==> src/rtl/sev_seg_pkg.sv <==
// Shared types and helpers for the seven-segment display arbiter.
package sev_seg_pkg;

    localparam int N_DIGITS = 8;
    localparam int DIGIT_W  = 4;

    typedef logic [DIGIT_W-1:0] digit_t;

    typedef enum logic {
        ARB_IDLE,
        ARB_OWNED
    } arb_state_t;

    // Index of the set bit of a one-hot vector; 0 when no bit is set.
    function automatic logic [2:0] onehot_to_idx(input logic [7:0] oh);
        logic [2:0] idx;
        idx = '0;
        for (int i = 0; i < 8; i++) begin
            if (oh[i]) idx = 3'(i);
        end
        return idx;
    endfunction

endpackage

==> src/rtl/sev_seg_arbiter_rr_pick.sv <==
// Combinational round-robin search: first candidate at or after last+1, wrapping.
module rr_pick
    import sev_seg_pkg::*;
#(
    parameter int NUM_REQ = 2
) (
    input  logic [NUM_REQ-1:0] req,
    input  logic [2:0]         last,
    input  logic [NUM_REQ-1:0] excl,
    output logic [NUM_REQ-1:0] winner,
    output logic               found
);

    logic [NUM_REQ-1:0] cand;

    assign cand = req & ~excl;

    always_comb begin
        winner = '0;
        found  = 1'b0;
        for (int off = 1; off <= NUM_REQ; off++) begin
            if (!found && cand[(int'(last) + off) % NUM_REQ]) begin
                winner[(int'(last) + off) % NUM_REQ] = 1'b1;
                found = 1'b1;
            end
        end
    end

endmodule

==> src/rtl/sev_seg_arbiter.sv <==
// Round-robin owner of the 8-digit display with a minimum hold time per owner.
//   state     | meaning
//   ARB_IDLE  | no owner, all digits show IDLE_DIGIT
//   ARB_OWNED | grant[owner_idx] set, digits follow that requester's slice
module sev_seg_arbiter
    import sev_seg_pkg::*;
#(
    parameter int     NUM_REQ    = 2,
    parameter int     MIN_HOLD   = 1 << 20,
    parameter digit_t IDLE_DIGIT = 4'h0,
    parameter int     HOLD_W     = $clog2(MIN_HOLD + 1)
) (
    input  logic                  clk,
    input  logic                  resetn,
    input  logic [NUM_REQ-1:0]    req,
    input  logic [NUM_REQ*32-1:0] req_digits,
    output logic [NUM_REQ-1:0]    grant,
    output logic                  owner_valid,
    output logic [2:0]            owner_idx,
    output logic                  owner_changed,
    output digit_t                digits [0:N_DIGITS-1]
);

    localparam logic [HOLD_W-1:0] HOLD_MAX = HOLD_W'(MIN_HOLD - 1);

    arb_state_t         state;
    logic [HOLD_W-1:0]  hold_cnt;
    logic [2:0]         last_idx;

    logic [NUM_REQ-1:0] pick_winner;
    logic               pick_found;
    logic [2:0]         pick_idx;
    logic               owner_req;
    logic               hold_done;
    logic               take_new;
    logic               go_idle;
    logic [2:0]         sel_idx;
    digit_t             sel_view [0:N_DIGITS-1];

    // The current owner is excluded so it can never re-win its own rotation.
    rr_pick #(.NUM_REQ(NUM_REQ)) u_pick (
        .req    (req),
        .last   (last_idx),
        .excl   (grant),
        .winner (pick_winner),
        .found  (pick_found)
    );

    assign pick_idx  = onehot_to_idx(8'(pick_winner));
    assign owner_req = |(req & grant);
    assign hold_done = (hold_cnt == HOLD_MAX);
    assign take_new  = pick_found && (state == ARB_IDLE || !owner_req || hold_done);
    assign go_idle   = (state == ARB_OWNED) && !owner_req && !pick_found;
    assign sel_idx   = take_new ? pick_idx : owner_idx;

    always_comb begin
        for (int k = 0; k < N_DIGITS; k++) begin
            sel_view[k] = req_digits[(int'(sel_idx) * N_DIGITS + k) * DIGIT_W +: DIGIT_W];
        end
    end

    always_ff @(posedge clk) begin
        if (!resetn) begin
            state         <= ARB_IDLE;
            grant         <= '0;
            owner_valid   <= 1'b0;
            owner_idx     <= '0;
            owner_changed <= 1'b0;
            hold_cnt      <= '0;
            last_idx      <= 3'(NUM_REQ - 1);
            for (int k = 0; k < N_DIGITS; k++) digits[k] <= IDLE_DIGIT;
        end else begin
            owner_changed <= take_new || go_idle;
            if (take_new) begin
                state       <= ARB_OWNED;
                grant       <= pick_winner;
                owner_valid <= 1'b1;
                owner_idx   <= pick_idx;
                last_idx    <= pick_idx;
                hold_cnt    <= '0;
                digits      <= sel_view;
            end else if (go_idle) begin
                state       <= ARB_IDLE;
                grant       <= '0;
                owner_valid <= 1'b0;
                owner_idx   <= '0;
                hold_cnt    <= '0;
                for (int k = 0; k < N_DIGITS; k++) digits[k] <= IDLE_DIGIT;
            end else if (state == ARB_OWNED) begin
                digits <= sel_view;
                if (!hold_done) hold_cnt <= hold_cnt + HOLD_W'(1);
            end
        end
    end

endmodule
==> config.mk <==
export PLATFORM = sky130hd
export DESIGN_NAME = sev_seg_arbiter
export DESIGN_NICKNAME = d
export VERILOG_FILES = /design/src/rtl/sev_seg_pkg.sv /design/src/rtl/sev_seg_arbiter_rr_pick.sv /design/src/rtl/sev_seg_arbiter.sv
export SDC_FILE = /design/constraint.sdc
export NUM_CORES = 1
export LEC_CHECK = 0
export CAP_MARGIN = 20
export CELL_PAD_IN_SITES_DETAIL_PLACEMENT = 1
export CELL_PAD_IN_SITES_GLOBAL_PLACEMENT = 2
export CORE_MARGIN = 3
export CORE_UTILIZATION = 35
export DETAILED_ROUTE_END_ITERATION = 7
export DONT_BUFFER_PORTS = 1
export PLACE_DENSITY = 0.81
export SLEW_MARGIN = 20
export SYNTH_ARGS = -nofsm -noshare
export SYNTH_HDL_FRONTEND = slang
export SYNTH_SLANG_ARGS = --single-unit
==> constraint.sdc <==
create_clock -name clk -period 2.22 [get_ports clk]
set_input_delay 0.444 -clock clk [delete_from_list [all_inputs] [get_ports clk]]
set_output_delay 0.444 -clock clk [all_outputs]
set_load 0.02 [all_outputs]
* Word-level counts from Yosys, hierarchy flattened
Index checks and enable logic that the tools add are counted. Widths: inputs -> output; s select.
Cells by class: add/sub/neg operators 10, order comparisons 4, equality and inequality tests 1, shifts and indexed selects 8, mux-type cells 25, bitwise logic cells 9, reduce and logical (&&, ||, !) cells 17
Operators by type and width (number):
- $shiftx 64x10->4 | 7
- $mux 32 | 3
- $shiftx 64x9->4 | 1
- $add 6x3->7 const B | 4
- $add 21x1->21 const B | 1
- $eq 21x20->1 const B | 1
- $add 6x2->7 const B | 2
- $mux 1 | 13
- $mux 3 | 3
- $mux 2 | 4
- $add 6x1->7 const B | 1
- $logic_and 1x1->1 | 6
- $lt 2x3->1 const B | 2
- $and 2x2->2 | 2
- $ge 2x1->1 const B | 2
- $logic_not 1->1 | 3
- $logic_or 1x1->1 | 3
- $not 1->1 | 3
- $reduce_bool 3->1 | 1
- $reduce_or 3->1 | 1
- $add 1x1->1 const B | 2
- $and 1x1->1 const A | 2
- $demux 1 s1 | 2
- $not 2->2 | 1
- 4 further kinds | 4
Word-level totals: bits in registers 61, bits of input ports 68, logic and storage cells 88

* Longest topological paths before layout
Gate-level depths: netlist (run 1).
depth in word-level cells 16, depth in mapped cells 8, mapped depth without buffers 7

* Hierarchy
A second synthesis (run 1) with hierarchy kept.
Second synthesis, totals: cells, all modules 343, area total of the unflattened synthesis 2819.0 µm²
By module, submodules not included:
- sev_seg_arbiter | times used 1, cells each 338, area an instance 2772.7 µm²
- rr_pick | times used 1, cells each 5, area an instance 46.3 µm²

* Least setup slack after synthesis (run 1)
Ideal clock, no wire load.
path kind reg-to-reg, start point register hold_cnt[0], end point register digits[0] in the netlist's numbering, library setup time 0.059 ns, arrival time 1.903 ns, data required time 2.161 ns, slack 0.257 ns, cell stages (with the launch flop) 9, buffers on the path 1, path through dfxtp_1 -> ha_1 -> nand3_1 -> nor4_4 -> nand3_4 -> nand2_4 -> mux2i_2 -> buf_6 -> a221o_1
Between the ends: longest elaborated chain between the ends 9
Ends and longest elaborated chain:
- start, declared | RTL line sev_seg_arbiter.sv:27 | logic [HOLD_W-1:0] hold_cnt;
- start signal, assigned | RTL line sev_seg_arbiter.sv:91 | if (!hold_done) hold_cnt <= hold_cnt + HOLD_W'(1);
- $eq 21x20->1 (*) | RTL line sev_seg_arbiter.sv:51 | assign hold_done = (hold_cnt == HOLD_MAX);
- $logic_or 1x1->1 (*) | RTL line sev_seg_arbiter.sv:52 | assign take_new = pick_found && (state == ARB_IDLE || !owner_req || hold_done);
- $logic_and 1x1->1 (*) | RTL line sev_seg_arbiter.sv:52
- $mux 3 | RTL line sev_seg_arbiter.sv:54 | assign sel_idx = take_new ? pick_idx : owner_idx;
- $add 6x3->7 | RTL line sev_seg_arbiter.sv:58 | sel_view[k] = req_digits[(int'(sel_idx) * N_DIGITS + k) * DIGIT_W +: DIGIT_W];
- $shiftx 64x10->4 | RTL line sev_seg_arbiter.sv:58
- $mux 32 | RTL line sev_seg_arbiter.sv:89 | end else if (state == ARB_OWNED) begin
- $mux 32 | RTL line sev_seg_arbiter.sv:82 | end else if (go_idle) begin
- $mux 32 | RTL line sev_seg_arbiter.sv:74 | if (take_new) begin
- end signal, assigned | RTL line sev_seg_arbiter.sv:81 | digits <= sel_view;
- end signal, assigned | RTL line sev_seg_arbiter.sv:90 | digits <= sel_view;
- end, declared | RTL line sev_seg_arbiter.sv:21 | output digit_t digits [0:N_DIGITS-1]
Every way passes the cells marked *; elsewhere a longest branch is shown, timed or not. The select of a mux whose other input is x is not followed. A chain may end at the register's enable or synchronous reset.

* Worst setup path in the final report (run 1)
start point register hold_cnt[1], end point register digits[28] in the netlist's numbering
Between the ends: longest elaborated chain between the ends 8
Ends and longest elaborated chain (RTL line):
- $eq 21x20->1 (*) | sev_seg_arbiter.sv:51
- $logic_or 1x1->1 (*) | sev_seg_arbiter.sv:52
- $logic_and 1x1->1 (*) | sev_seg_arbiter.sv:52
- $mux 3 | sev_seg_arbiter.sv:54
- $shiftx 64x9->4 | sev_seg_arbiter.sv:58
- $mux 32 | sev_seg_arbiter.sv:89
- $mux 32 | sev_seg_arbiter.sv:82
- $mux 32 | sev_seg_arbiter.sv:74
Marked as above.

==> flow_metrics.py, run 1 <==
metrics = {
    "status": {
        "result_of_the_run": "completed",
    },
    "synthesis": {
        "post-synth-top-count-cell": "sky130_fd_sc_hd__dfxtp_1",
        "dominant_combinational_cell_family_by_area_after_synthesis": "simple AND/OR/NAND/NOR gates",
        "synth_top_area_share_pct": 44.4,
        "yosys_warnings": 0,
        "synth_area_leaders": "sky130_fd_sc_hd__dfxtp_1 (44%), sky130_fd_sc_hd__a221o_1 (11%), sky130_fd_sc_hd__and2_2 (5.2%)",
        "synth_fa_ha_area_share_pct": 0.479,
        "yosys_cell_types": 41,
        "synth_top_cell_by_area": "sky130_fd_sc_hd__dfxtp_1",
        "synthesized_area_fraction_occupied_by_ao_oa_aoi_and_oai_cells_pct": 18.1,
        "postSynthAreaPerCell_um2": 10.4,
        "synth-seq-cells": 58,
        "postSynth.asyncResetShare_pct": 0,
        "ys_seq_area_share_pct": 44.4,
        "synth_simple_gate_area_share_pct": 24.0,
        "synth-edff-count": 0,
        "yosys.area_share.xor_xnor_pct": 6.37,
        "synthMuxAreaShare_pct": 0.910,
        "synth_common_cells": "sky130_fd_sc_hd__dfxtp_1 (58), sky130_fd_sc_hd__a221o_1 (30), sky130_fd_sc_hd__nor2_1 (26)",
        "syn-cell-area_mm2": 0.00261,
        "syn-instance-count": 252,
        "synth_ff_type": "sky130_fd_sc_hd__dfxtp_1",
    },
    "hold_path": {
        "hold_path.class": "input port to register",
    },
    "global_routing": {
        "grt_first_pass_wirelength_um": 10400,
        "globalRouteOverflowTotal": 0,
        "antenna_found_initial": 0,
        "grt_util_all_layers_pct": 15.4,
        "number_of_global_route_vias_before_repair": 2100,
        "grt_start_max_net_pins": 33,
    },
    "power_and_ir_drop": {
        "internal_power_mw": 1.74,
        "netSwitchingPower_uw": 792,
        "seqPwrFrac_pct": 51.5,
        "static-leakage-power_nw": 1.23,
        "combPwrFrac_pct": 13.1,
        "switching_share_pct": 31.3,
        "power_density_mw_per_mm2": 812,
        "irDropWorstVdd_uv": 308,
        "share_of_power_burned_in_the_clock_network_pct": 35.4,
    },
    "drt": {
        "detailedRoute.firstPassIterationCount": 4,
        "route.detailed.drc": 0,
        "route.detailed.vias_per_inst": 5.22,
        "routed-wl-met3_um": 463,
        "via_count": 1977,
        "drt_wl_total_um": 6870,
        "postRouteAntennaNets": 0,
        "topRoutingLayerUsed": "met4",
        "dr_wl_met2_um": 3340,
        "met1_length_um": 2990,
        "route.detailed.wl_per_inst_um": 18.1,
        "detail_route.iter0.violations": 88,
    },
    "die": {
        "die_w_um": 92.4,
        "placement_rows": 30,
        "die_area_mm2": 0.00854,
        "initial_core_util_pct": 37.2,
        "floorplan.core_area_mm2": 0.00702,
        "die_h_um": 92.4,
        "io_pins": 107,
    },
    "timing": {
        "setup-violations-final": 0,
        "worst_hold_slack_ns": 0.174,
        "final.period_utilization_pct": 95.7,
        "maxSlewHeadroom_pct": 66.2,
        "post-route-min-period_ns": 2.13,
        "timing.fmax_ghz": 0.471,
        "maxSlewViolCount": 0,
        "setup_slack_ns": 0.0949,
        "report.final.hold_viol_count": 0,
        "clock-skew-final_ns": 0.0140,
        "worst_pin_slew_ns": 0.507,
    },
    "critical_path": {
        "setup.worst_path.start_class": "register",
        "cp-end-kind": "register",
        "cp_data_required_time_ns": 2.51,
        "regToRegEndpoint": "digits[28]$_SDFFE_PN0P_",
        "regToRegSetupSlack_ns": 0.09,
        "setup.worst_path.start": "hold_cnt[1]$_SDFFE_PP0P_",
        "cp.arrival_ns": 2.41,
        "path_max_fanout": 8,
        "r2r_cells": 9,
        "crit_type": "register to register",
        "worstSetupEndpoint": "digits[28]$_SDFFE_PN0P_",
        "reg2reg_from": "hold_cnt[1]$_SDFFE_PP0P_",
    },
    "clocking": {
        "count_of_hold_buffers_inserted_by_post_cts_repair": 0,
        "htreeDepth": 3,
        "worst_skew_pair.late_latency_ns": 0.34,
        "cts-buffers-inserted": 9,
        "clock_path_buffers": 2,
        "tritoncts_clock_tree": "done",
        "cts.sinks": 58,
        "clkSlewWorstSetupHoldPaths_ns": 0.08,
        "cts_root_buf": "sky130_fd_sc_hd__clkbuf_8",
    },
    "finish": {
        "design.final.nets": 347,
        "n_fill_cell": 797,
        "area_used_by_multi_input_combinational_logic_mm2": 0.00135,
        "area_growth_synth_to_finish_pct": 19.2,
        "ff_latch_area_mm2": 0.00117,
        "layout-drive-gt1-share_pct": 30.4,
        "diodes": 0,
        "stdcell_area_mm2": 0.00311,
    },
    "flow_run": {
        "maxCapViolations": 0,
    },
    "place": {
        "io_buffers": 0,
        "dp_hpwl_um": 4780,
        "pre_cts_slack_ns": -0.0399,
        "finalWeightedCongestion": 0.715,
        "post_dp_cell_area_mm2": 0.00282,
    },
}
timing repair:
action	in CTS	in global routing
endpoints found under the setup margin	21	52
cloned	0	2
pin swaps	1	2
resized for setup	0	9
buffers inserted	4	1
metal layers:
metal  vias to the layer above  GRT usage [%]
met1                       942           18.0
met4                         0           6.93
met3                         6           5.04
li1                        957              -
met5                         -              0
met2                        72           25.4
power by group through the flow:
| stage | clock network, mW | logic [mW] | registers [mW] |
|---|---|---|---|
| final | 0.895 | 0.331 | 1.30 |
| after global routing | 0.952 | 0.364 | 1.32 |
| after CTS | 0.916 | 0.312 | 1.30 |
| after detailed placement | 0 | 0.297 | 1.33 |
| after global placement | 0 | 0.287 | 1.33 |
| after floorplan | 0 | 0.229 | 1.31 |
cells by family after synthesis:
| family | Yosys count |
|---|---|
| other | 1 |
| flip-flops | 58 |
| AND/OR/NAND/NOR | 104 |
| buffers and inverters | 20 |
| AO/OA/AOI/OAI | 47 |
| multiplexers | 2 |
| XOR/XNOR | 19 |
| adder cells (fa/ha/maj) | 1 |
layout make-up:
type	count	area share [%]
clock buffer	10	4.42
clock inverter	6	1.33
inverter	4	0.482
multi-input combinational	175	43.3
sequential	58	37.5
tap	96	3.86
timing repair buffer	30	9.12
layout by cell type, fill, tap and decap left out, drive strengths merged, types with 4 or more instances in the layout:
cell type,instances
a221o,32
nand4,6
and3,6
a21oi,7
and2,33
nand2,16
clkbuf,11
xor2,13
buf,29
dfxtp,58
inv,5
nor2,26
xnor2,6
nand3,9
and4,4
metrics by stage:
stage	utilization (%)	std cells	setup TNS [ns]	power, mW
2_1_floorplan	-	253	0	1.54
3_3_place_gp	40.2	356	0	1.61
3_5_place_dp	40.2	356	-0.521	1.62
4_1_cts	43.2	376	0	2.53
5_1_grt	44.4	379	-0.00195	2.63
6_report	44.4	379	0	2.53
sequential cells by signal (all words and copies together) (netlist names):
| signal | cells |
|---|---|
| grant | 1 |
| owner_idx | 1 |
| owner_changed | 1 |
| hold_cnt | 21 |
| digits | 32 |
| state | 1 |
| last_idx | 1 |
worst min-delay path by stage:
stage / start / end / cells after the start
after floorplan: hold_cnt[11]$_SDFFE_PP0P_ / hold_cnt[11]$_SDFFE_PP0P_ / 2
after global placement: grant[0]$_SDFFE_PN0P_ / grant[0]$_SDFFE_PN0P_ / 2
after detailed placement: grant[0]$_SDFFE_PN0P_ / grant[0]$_SDFFE_PN0P_ / 2
after CTS: resetn / last_idx[0]$_SDFFE_PN1P_ / 1
after global routing: resetn / last_idx[0]$_SDFFE_PN1P_ / 1
final: resetn / last_idx[0]$_SDFFE_PN1P_ / 1
worst max-delay path: stages (launching register included):
cell,delay [ns]
sky130_fd_sc_hd__dfxtp_4,0.38
sky130_fd_sc_hd__ha_4,0.14
sky130_fd_sc_hd__nand3_2,0.10
sky130_fd_sc_hd__nor4_4,0.35
sky130_fd_sc_hd__nand3_4,0.15
sky130_fd_sc_hd__nand2_4,0.11
sky130_fd_sc_hd__buf_4,0.14
sky130_fd_sc_hd__mux2i_4,0.34
sky130_fd_sc_hd__clkbuf_16,0.22
sky130_fd_sc_hd__a221o_1,0.14
No activity file was read; power rests on OpenSTA's default activity.
==> inputs of run 2 (changes only) <==
- CORE_UTILIZATION: 35 -> 37
- PLACE_DENSITY: 0.81 -> 0.84
- SETUP_SLACK_MARGIN: unset -> 0.02
==> run 2 against run 1 <==
Against the previous run: via count is 1.6% higher; sequential share of layout area is 0.50 points lower; sequential power about the same; critical path depth is the same; first-iteration DRC count down 17%; combinational power grew 3%; power decreased by 0.78%; clock skew down 0.0055 ns; flip-flop and latch count unchanged; worst setup slack better by 0.023 ns; fmax increased by 1.1%; critical path type unchanged; critical endpoint is now digits[4]$_SDFFE_PN0P_; largest cell class unchanged; highest routed layer unchanged.
==> flow_metrics.py, run 2 (synthesis gave the netlist of run 1 again) <==
metrics = {
    "critical_path": {
        "worst_path_cell_trace": "ha_4 > nand3_2 > nor4_4 > nand3_4 > nand2_4 > buf_4 > mux2i_4 > clkbuf_16 > a221o_1",
        "setup.worst_path.start_class": "register",
        "worst_path_largest_cell_delay_ns": 0.36,
        "cp_data_required_time_ns": 2.50,
        "timing.critical_path.slowest_stage_cell": "sky130_fd_sc_hd__mux2i_4",
        "cp.arrival_ns": 2.38,
        "critical_path_buf_inv_count": 2,
        "regToRegEndpoint": "digits[4]$_SDFFE_PN0P_",
        "r2r_cells": 9,
        "cp-end-kind": "register",
        "crit_type": "register to register",
        "cpLargestDelayFamily": "simple AND/OR/NAND/NOR gates",
        "regToRegSetupSlack_ns": 0.12,
        "reg2reg_from": "hold_cnt[0]$_SDFFE_PP0P_",
        "path_max_fanout": 16,
    },
    "finish": {
        "diodes": 0,
        "layout_common_cells": "sky130_fd_sc_hd__dfxtp_1 (55), sky130_fd_sc_hd__a221o_1 (30), sky130_fd_sc_hd__nor2_1 (26), sky130_fd_sc_hd__buf_4 (26), sky130_fd_sc_hd__and2_2 (18)",
        "area_growth_synth_to_finish_pct": 20.5,
        "final-instance-count-excl-fill": 378,
        "reg.largest.list": "digits: 32 flops, hold_cnt: 21 flops",
        "mostFrequentLayoutCell": "sky130_fd_sc_hd__dfxtp_1",
        "design.final.nets": 349,
        "largest_register_ffs": 32,
        "largest-register": "digits",
        "layout-drive-gt1-share_pct": 30.9,
    },
    "global_routing": {
        "number_of_global_route_vias_before_repair": 2120,
        "grt_start_max_net_pins": 33,
        "antenna_found_initial": 0,
        "globalRouteOverflowTotal": 0,
        "grt_first_pass_wirelength_um": 10800,
        "grt_util_all_layers_pct": 16.6,
    },
    "drt": {
        "drt_wl_total_um": 6900,
        "postRouteAntennaNets": 0,
        "route.detailed.vias_per_inst": 5.31,
        "detail_route.iter0.violations": 73,
        "route.detailed.wl_per_inst_um": 18.3,
        "via_count": 2009,
        "route.detailed.drc": 0,
        "detailedRoute.firstPassIterationCount": 4,
    },
    "clocking": {
        "cts-buffers-inserted": 9,
        "tritoncts_clock_tree": "done",
        "count_of_hold_buffers_inserted_by_post_cts_repair": 0,
        "htreeDepth": 3,
        "cts.sinks": 58,
        "worst_skew_pair.late_latency_ns": 0.34,
        "cts_root_buf": "sky130_fd_sc_hd__clkbuf_8",
        "clkSlewWorstSetupHoldPaths_ns": 0.06,
        "clock_path_buffers": 2,
    },
    "die": {
        "die_area_mm2": 0.00811,
        "die_w_um": 90.0,
        "initial_core_util_pct": 39.6,
        "die_h_um": 90.0,
        "floorplan.core_area_mm2": 0.00660,
        "io_pins": 107,
        "placement_rows": 29,
    },
    "flow_run": {
        "maxCapViolations": 0,
    },
    "timing": {
        "maxSlewViolCount": 0,
        "setup-violations-final": 0,
        "setup_repair_after_global_routing_missed_its_margin": "no",
        "clock-skew-final_ns": 0.00846,
        "final.period_utilization_pct": 94.7,
        "worst_hold_slack_ns": 0.191,
        "post-route-min-period_ns": 2.10,
        "report.final.hold_viol_count": 0,
        "setup_slack_ns": 0.118,
        "timing.fmax_ghz": 0.476,
        "fin_setup_tns_ns": 0,
    },
    "power_and_ir_drop": {
        "share_of_power_burned_in_the_clock_network_pct": 34.4,
        "switching_share_pct": 30.6,
        "combPwrFrac_pct": 13.6,
        "total_power_mw": 2.51,
        "irDropWorstVdd_uv": 547,
        "netSwitchingPower_uw": 767,
        "seqPwrFrac_pct": 51.9,
        "internal_power_mw": 1.74,
        "static-leakage-power_nw": 1.24,
        "power_density_mw_per_mm2": 797,
    },
    "place": {
        "io_buffers": 0,
        "finalWeightedCongestion": 0.802,
        "placed_cells_incl_taps": 358,
        "dp_hpwl_um": 4820,
        "pre_cts_slack_ns": -0.0159,
    },
    "hold_path": {
        "holdCritStartpoint": "resetn",
        "worstHoldEndpoint": "last_idx[0]$_SDFFE_PN1P_",
        "timing.hold.worst_path_depth": 1,
        "hold_path.class": "input port to register",
    },
    "status": {
        "result_of_the_run": "completed",
    },
}
run 2: per-layer routing:
metal | up-vias | part of all wire, % | global-route usage, %
met5 | - | 0 | 0
met4 | 0 | 1.9 | 6.89
met3 | 14 | 7.0 | 7.10
met2 | 73 | 49 | 26.6
met1 | 956 | 42 | 19.4
li1 | 966 | - | -
run 2: worst register-to-register path: cells and delay by family (launching register included):
kind	cells	cell delay, ns
mux	1	0.36
compound gates	1	0.15
simple gates	4	0.64
buf+inv	2	0.39
flops	1	0.35
fa+ha+maj	1	0.15
run 2: final cells by class:
| type | count | area (um2) |
|---|---|---|
| timing repair buffer | 32 | 325 |
| inverter | 4 | 15.0 |
| fill | 740 | 3450 |
| clock inverter | 6 | 41.3 |
| multi-input combinational | 175 | 1350 |
| sequential | 58 | 1160 |
| tap | 93 | 116 |
| clock buffer | 10 | 138 |
run 2: how the worst max path moves through the flow:
stage	to	startpoint	slack, ns	cells after the start
4_1_cts	hold_cnt[19]$_SDFFE_PP0P_	hold_cnt[10]$_SDFFE_PP0P_	0.06	8
3_3_place_gp	digits[17]$_SDFFE_PN0P_	req[0]	0.05	7
3_5_place_dp	digits[28]$_SDFFE_PN0P_	req[0]	-0.02	7
6_report	digits[4]$_SDFFE_PN0P_	hold_cnt[0]$_SDFFE_PP0P_	0.12	9
5_1_grt	digits[8]$_SDFFE_PN0P_	hold_cnt[1]$_SDFFE_PP0P_	0.01	9
2_1_floorplan	digits[0]$_SDFFE_PN0P_	hold_cnt[0]$_SDFFE_PP0P_	0.26	8
run 2: power by group through the flow:
stage	Sequential [mW]	Combinational (mW)	Clock (mW)
global placement	1.33	0.292	0
finish	1.30	0.342	0.864
CTS	1.30	0.316	0.900
global route	1.31	0.370	0.939
floorplan	1.31	0.229	0
detailed placement	1.33	0.303	0
run 2: stage by stage:
step / cell area [um2] / utilization (%)
finish: 3150 / 47.7
global route: 3150 / 47.7
CTS: 3050 / 46.2
detailed placement: 2860 / 43.2
global placement: 2860 / 43.2
floorplan: 2620 / -
run 2: what timing repair did:
item | 4_1_cts | 5_1_grt
gates resized for setup | 0 | 8
pin swaps | 1 | 2
setup endpoints to repair | 19 | 46
setup buffers | 1 | 1
cloned | 0 | 2
